<file path="src/rtl/benes_pkg.sv">
// Shared helpers for the Benes permutation network: stage count, per-stage
// butterfly order and the number of registered stages ahead of a stage.
package benes_pkg;

  function automatic int benes_stages(input int lanes);
    return 2 * $clog2(lanes) - 1;
  endfunction

  // Orders run log2(L)-1 down to 0 and back up again.
  function automatic int stage_order(input int lanes, input int s);
    int mid;
    mid = $clog2(lanes) - 1;
    return (s >= mid) ? (s - mid) : (mid - s);
  endfunction

  function automatic int carry_depth(input logic [63:0] mask, input int s);
    int n;
    n = 0;
    for (int k = 0; k < s; k++) n += int'(mask[k]);
    return n;
  endfunction

endpackage

</file>
<file path="src/rtl/benes_permute_net_if.sv">
// Beat bus of the permutation network: input beat in, permuted beat plus
// its configuration epoch out. No backpressure in either direction.
interface benes_permute_net_if #(
  parameter int LANES   = 32,
  parameter int ELEM_W  = 1,
  parameter int EPOCH_W = 8
) ();
  logic                      in_valid;
  logic [LANES*ELEM_W-1:0]   din;
  logic                      out_valid;
  logic [LANES*ELEM_W-1:0]   dout;
  logic [EPOCH_W-1:0]        out_epoch;

  modport master (output in_valid, din, input out_valid, dout, out_epoch);
  modport slave  (input in_valid, din, output out_valid, dout, out_epoch);
endinterface

</file>
<file path="src/rtl/benes_stage.sv">
// One column of 2x2 switches; optional output register (0 or 1 cycle).
// Consumes the lowest config word and forwards the remaining words with the beat.
module benes_stage
  import benes_pkg::*;
#(
  parameter int LANES    = 32,
  parameter int ELEM_W   = 1,
  parameter int ORDER    = 0,
  parameter bit IS_PIPED = 1'b1,
  parameter int EPOCH_W  = 8
) (
  input  logic                                     clk,
  input  logic                                     rst,
  input  logic [LANES*ELEM_W-1:0]                  din_i,
  input  logic                                     vld_i,
  input  logic [EPOCH_W-1:0]                       ep_i,
  input  logic [benes_stages(LANES)*(LANES/2)-1:0] cfg_i,
  output logic [LANES*ELEM_W-1:0]                  dat_o,
  output logic                                     vld_o,
  output logic [EPOCH_W-1:0]                       ep_o,
  output logic [benes_stages(LANES)*(LANES/2)-1:0] cfg_o
);
  localparam int HALF  = LANES / 2;
  localparam int W     = LANES * ELEM_W;
  localparam int CFG_W = benes_stages(LANES) * HALF;
  localparam int SHIFT = 1 << ORDER;

  logic [W-1:0]     dat_d;
  logic [CFG_W-1:0] cfg_d;

  function automatic int lane_a(input int k);
    return 2 * SHIFT * (k / SHIFT) + (k % SHIFT);
  endfunction

  always_comb begin
    dat_d = din_i;
    for (int k = 0; k < HALF; k++) begin
      if (cfg_i[k]) begin
        dat_d[lane_a(k)*ELEM_W +: ELEM_W]         = din_i[(lane_a(k)+SHIFT)*ELEM_W +: ELEM_W];
        dat_d[(lane_a(k)+SHIFT)*ELEM_W +: ELEM_W] = din_i[lane_a(k)*ELEM_W +: ELEM_W];
      end
    end
  end

  // Downstream stages see their own word at the bottom of the carried vector.
  assign cfg_d = {{HALF{1'b0}}, cfg_i[CFG_W-1:HALF]};

  if (IS_PIPED) begin : g_reg
    logic [W-1:0]       dat_q;
    logic               vld_q;
    logic [EPOCH_W-1:0] ep_q;
    logic [CFG_W-1:0]   cfg_q;

    always_ff @(posedge clk) begin
      if (rst) begin
        dat_q <= '0;
        vld_q <= 1'b0;
        ep_q  <= '0;
        cfg_q <= '0;
      end else begin
        dat_q <= dat_d;
        vld_q <= vld_i;
        ep_q  <= ep_i;
        cfg_q <= cfg_d;
      end
    end

    assign dat_o = dat_q;
    assign vld_o = vld_q;
    assign ep_o  = ep_q;
    assign cfg_o = cfg_q;
  end else begin : g_comb
    logic clk_rst_unused;
    assign clk_rst_unused = clk ^ rst;
    assign dat_o = dat_d;
    assign vld_o = vld_i;
    assign ep_o  = ep_i;
    assign cfg_o = cfg_d;
  end
endmodule

</file>
<file path="src/rtl/benes_permute_net.sv">
// Beats are permuted by the config active when accepted; latency = popcount(PIPE_MASK).
// Always accepts a beat every cycle; commits swap shadow->active atomically.
module benes_permute_net
  import benes_pkg::*;
#(
  parameter int                           LANES     = 32,
  parameter int                           ELEM_W    = 1,
  parameter logic [2*$clog2(LANES)-2:0]   PIPE_MASK = '1,
  parameter int                           EPOCH_W   = 8
) (
  input  logic                                 clk,
  input  logic                                 rst,
  input  logic                                 cfg_wr_en,
  input  logic [$clog2(benes_stages(LANES))-1:0] cfg_wr_stage,
  input  logic [LANES/2-1:0]                   cfg_wr_data,
  input  logic                                 cfg_commit,
  output logic [EPOCH_W-1:0]                   cfg_epoch,
  benes_permute_net_if.slave                   bus
);
  localparam int STAGES = benes_stages(LANES);
  localparam int HALF   = LANES / 2;
  localparam int W      = LANES * ELEM_W;
  localparam int CFG_W  = STAGES * HALF;

  logic [HALF-1:0]    shadow_q [STAGES];
  logic [HALF-1:0]    shadow_d [STAGES];
  logic [CFG_W-1:0]   active_q, active_d;
  logic [EPOCH_W-1:0] epoch_q, epoch_d;

  // Commit copies the post-write shadow so a same-cycle write is included.
  always_comb begin
    active_d = active_q;
    epoch_d  = epoch_q;
    for (int s = 0; s < STAGES; s++) begin
      shadow_d[s] = shadow_q[s];
      if (cfg_wr_en && int'(cfg_wr_stage) == s) shadow_d[s] = cfg_wr_data;
    end
    if (cfg_commit) begin
      for (int s = 0; s < STAGES; s++) active_d[s*HALF +: HALF] = shadow_d[s];
      epoch_d = epoch_q + EPOCH_W'(1);
    end
  end

  always_ff @(posedge clk) begin
    if (rst) begin
      for (int s = 0; s < STAGES; s++) shadow_q[s] <= '0;
      active_q <= '0;
      epoch_q  <= '0;
    end else begin
      for (int s = 0; s < STAGES; s++) shadow_q[s] <= shadow_d[s];
      active_q <= active_d;
      epoch_q  <= epoch_d;
    end
  end

  assign cfg_epoch = epoch_q;

  logic [W-1:0]       dat_c [STAGES+1];
  logic               vld_c [STAGES+1];
  logic [EPOCH_W-1:0] ep_c  [STAGES+1];
  logic [CFG_W-1:0]   cfg_c [STAGES+1];
  logic [CFG_W-1:0]   cfg_tail_unused;

  assign dat_c[0] = bus.din;
  assign vld_c[0] = bus.in_valid;
  assign ep_c[0]  = epoch_q;
  assign cfg_c[0] = active_q;

  for (genvar s = 0; s < STAGES; s++) begin : g_stage
    benes_stage #(
      .LANES    (LANES),
      .ELEM_W   (ELEM_W),
      .ORDER    (stage_order(LANES, s)),
      .IS_PIPED (PIPE_MASK[s]),
      .EPOCH_W  (EPOCH_W)
    ) u_stage (
      .clk   (clk),
      .rst   (rst),
      .din_i (dat_c[s]),
      .vld_i (vld_c[s]),
      .ep_i  (ep_c[s]),
      .cfg_i (cfg_c[s]),
      .dat_o (dat_c[s+1]),
      .vld_o (vld_c[s+1]),
      .ep_o  (ep_c[s+1]),
      .cfg_o (cfg_c[s+1])
    );
  end

  assign cfg_tail_unused = cfg_c[STAGES];
  assign bus.dout        = dat_c[STAGES];
  assign bus.out_valid   = vld_c[STAGES];
  assign bus.out_epoch   = ep_c[STAGES];
endmodule

</file>
<file path="src/flat_wrapper.sv">
// flat-port wrapper written by rule: the top's interface ports become plain ports
module benes_permute_net_flat import benes_pkg::*;
#(
  parameter int                           LANES     = 32,
  parameter int                           ELEM_W    = 1,
  parameter logic [2*$clog2(LANES)-2:0]   PIPE_MASK = '1,
  parameter int                           EPOCH_W   = 8
)
  (clk, rst, cfg_wr_en, cfg_wr_stage, cfg_wr_data, cfg_commit, cfg_epoch, bus_in_valid, bus_din, bus_out_valid, bus_dout, bus_out_epoch);
  benes_permute_net_if #(.LANES(LANES), .ELEM_W(ELEM_W), .EPOCH_W(EPOCH_W)) bus_i ();
  input  logic clk;
  input  logic rst;
  input  logic cfg_wr_en;
  input  logic [$clog2(benes_stages(LANES))-1:0] cfg_wr_stage;
  input  logic [LANES/2-1:0] cfg_wr_data;
  input  logic cfg_commit;
  output logic [EPOCH_W-1:0] cfg_epoch;
  input wire logic [$bits(bus_i.in_valid)-1:0] bus_in_valid;
  input wire logic [$bits(bus_i.din)-1:0] bus_din;
  output wire logic [$bits(bus_i.out_valid)-1:0] bus_out_valid;
  output wire logic [$bits(bus_i.dout)-1:0] bus_dout;
  output wire logic [$bits(bus_i.out_epoch)-1:0] bus_out_epoch;
  assign bus_i.in_valid = bus_in_valid;
  assign bus_i.din = bus_din;
  assign bus_out_valid = bus_i.out_valid;
  assign bus_dout = bus_i.dout;
  assign bus_out_epoch = bus_i.out_epoch;
  benes_permute_net #(.LANES(LANES), .ELEM_W(ELEM_W), .PIPE_MASK(PIPE_MASK), .EPOCH_W(EPOCH_W)) u_core (.clk(clk), .rst(rst), .cfg_wr_en(cfg_wr_en), .cfg_wr_stage(cfg_wr_stage), .cfg_wr_data(cfg_wr_data), .cfg_commit(cfg_commit), .cfg_epoch(cfg_epoch), .bus(bus_i));
endmodule
</file>
<file path="config.mk">
export PLATFORM = sky130hd
export DESIGN_NAME = benes_permute_net_flat
export DESIGN_NICKNAME = d
export VERILOG_FILES = /design/src/rtl/benes_pkg.sv /design/src/rtl/benes_permute_net_if.sv /design/src/rtl/benes_stage.sv /design/src/rtl/benes_permute_net.sv /design/src/flat_wrapper.sv
export SDC_FILE = /design/constraint.sdc
export NUM_CORES = 2
export LEC_CHECK = 0
export ABC_AREA = 1
export CAP_MARGIN = 20
export CORE_MARGIN = 10
export CORE_UTILIZATION = 50
export CTS_BUF_LIST = sky130_fd_sc_hd__clkbuf_16
export CTS_CLUSTER_DIAMETER = 30
export DETAILED_ROUTE_END_ITERATION = 10
export PLACE_DENSITY = 0.7
export SYNTH_ARGS = -nofsm -noshare
export SYNTH_HDL_FRONTEND = slang
export SYNTH_SLANG_ARGS = --single-unit
</file>
<file path="constraint.sdc">
create_clock -name clk -period 1.2 [get_ports clk]
set_input_delay 0.18 -clock clk [delete_from_list [all_inputs] [get_ports clk]]
set_output_delay 0.18 -clock clk [all_outputs]
set_load 0.05 [all_outputs]
</file>
==> metrics.txt <==
CTS tree yes; adder-cell share of the synthesized area less than 1%; Post-DRT Antenna Nets 0; Yosys warning count 0; RD Place Congestion around 0.85; share of cells above drive strength 1 about an eighth; Yosys reg bits around 1.2k; XOR/XNOR Fraction of Synth Area 0%; max-cap violations 0; max-slew violations 0; post-layout power 103 mW; CTS clk-pin slew, worst paths roughly 50 ps; initial antenna violation count 2; final core utilization roughly 64%; IO Pins approximately 110; Worst slew margin 75.0%; Vert. Die Dim roughly 300 um; distinct cell type count after synthesis 17; WL final roughly 94,000 um; failing checks negative setup slack; max frequency 630 MHz; Iteration-0 DRC Markers about 2.5k; top cells by area, synth dfxtp_1, nor2_1, inv_1; Required @ worst endpoint roughly 1000 ps; Compound-Gate Fraction of Synth Area roughly 7.3%; Hold Crit Start bus_din[31]; CP arrival approximately 1400 ps; Core Footprint roughly 79,000 um2; vias between 30k and 40k; largest net degree at the start of global routing between 70 and 80; full die area between 90,000 and 100,000 um2; P&R area growth vs syn 27.4%; final worst slack -387 ps; Avg WL per Cell 14.9 um; total track usage about a fifth; Via density 4.73; post-synth top area cell dfxtp_1; grt ovf 0; DR DRC count 0; worst r2r src u_core.cfg_epoch[1]$_SDFFE_PP0P_; RSZ-0062 raised after global routing true; crit path from u_core.cfg_epoch[6]$_SDFFE_PP0P_; maximum fanout along the worst path 2; final setup violation count 51; Buffers on Ports 105; H-tree depth 4; Tcrit/Tclk final 132%; leakage 22.4 nW; Startpoint Class register; power per cell area 2020 nW/um2; vias in the first global route 28.9k; nets approximately 5.2k; post-synthesis mux area share 0%; skew final about 46 ps; Initial Util between 50% and 60%; CTS sink cnt roughly 1.2k; Mapped Nets about 5k; Syn Inst Count ~4.9k; Hold Path Class in2reg; first-pass GRT wire length 151,000 um; Die W 303 um; Mapped Area around 40,000 um2; Tmin final between 1500 and 2000 ps; outcome finished with violations; share of the synthesized area in the top cell type about 62%; critical path type reg2out; Root Driver clkbuf_16; TritonCTS Buffers 187; VDD IR-drop max between 1 and 1.5 mV; Final HPWL DP just over 60,000 um; register area share after synthesis between 60% and 70%; Avg Cell Area, Syn 8.16 um2; Worst-Margin Slew 373 ps; Hold Vio Cnt, Final 0; Clk Latency, worst-skew pair between 700 and 800 ps; Worst setup EP type output port; standard-cell rows a little over 100; clk buf depth 3; TritonRoute pass-1 iters 6; combinational family with the most area after synthesis simple AND/OR/NAND/NOR gates; Post-Synth Simple-Gate Area between 10% and 20%
[layer usage]
metal	share of wire, %	wire, um	track usage, %	vias to the layer above
li1	-	-	-	15219
met1	45	42700	28.0	13709
met2	44	41900	31.3	912
met3	7.4	6960	4.26	189
met4	3.1	2900	8.33	2
met5	0.014	13	0	-
[registers in the layout, indices dropped and copies added (netlist names)]
name	flops
u_core.g_stage.u_stage.ep_o	72
u_core.shadow_q	144
u_core.cfg_epoch	8
u_core.g_stage.u_stage.vld_o	9
u_core.g_stage.u_stage.cfg_o	576
u_core.g_stage.u_stage.dat_o	288
u_core.active_q	144
[placed cells by master (no fill, tap or decap), drive strengths merged, types with 3 or more instances in the layout]
master and count:
a21oi 294, buf 266, bufinv 33, clkbuf 190
clkdlybuf4s50 53, clkinv 73, clkinvlp 18, dfxtp 1241
dlygate4sd3 4, inv 992, nand2 304, nand3 215
nand4 81, nor2 1244, nor3 3, o21ai 291
[synth_stat cells (all sizes together)]
| cell | n |
|---|---|
| nand4 | 81 |
| buf | 87 |
| nand2 | 304 |
| a21oi | 294 |
| nand3 | 215 |
| ha | 1 |
| o21ai | 291 |
| o21bai | 1 |
| nor3 | 3 |
| dfxtp | 1241 |
| inv | 953 |
| clkbuf | 193 |
| nor2 | 1244 |
| clkinv | 1 |
[final timing paths]
kind / endpoint / slack, ps / cells past startpoint
setup reg to reg: u_core.cfg_epoch[4]$_SDFFE_PP0P_ / -30 / 6
hold reg to reg: u_core.g_stage[2].u_stage.cfg_o[50]$_SDFF_PP0_ / 360 / 2
setup / recovery: cfg_epoch[6] / -390 / 2
hold / removal: u_core.g_stage[0].u_stage.dat_o[15]$_SDFF_PP0_ / 40 / 3
[repair_timing]
item / CTS / global route
gates resized for setup: 58 / 28
buffers inserted: 4 / 3
cloned: 0 / 3
endpoints found under the setup margin: 49 / 74
pin swaps: 1 / 4
hold buffers: 4 / 0
hold endpoints to repair: 139 / 0
[final cells by class]
cell class / count / area (um2)
inverters: 954 / 3590
clock buffers: 187 / 4680
flip-flops and latches: 1241 / 24900
clock inverters: 162 / 2130
well taps: 1050 / 1310
multi-input cells: 2434 / 10500
fillers: 6082 / 28100
diodes: 1 / 2.50
repair buffers: 326 / 3930
[worst max-delay path: stages, from the launching register on]
cell and delay, ps:
dfxtp_2 340, buf_8 150, buf_12 140
[report_power, final]
group	internal [mW]	switching [mW]
clock network	36.2	20.5
logic	1.45	2.47
registers	42.2	0.398
total	79.9	23.3
[cell families after synthesis]
logic type,Yosys count
DFF,1241
AOI/OAI and AO/OA,586
and+or+nand+nor,1847
adders and majority gates,1
buffers and inverters,1234
[per-stage QoR]
stage	setup TNS (ps)	std cells	instance area [um2]	worst slack (ps)	hold WS [ps]
floorplan	-26.9	4909	40000	-2.70	287
global placement	-146770	5993	43900	-646	389
detailed placement	-154040	5993	43900	-674	392
CTS	-13510	6349	50800	-401	4.31
global route	-14160	6354	51000	-410	33.3
finish	-11390	6355	51000	-387	39.6
No activity file was read; power rests on OpenSTA's default activity.
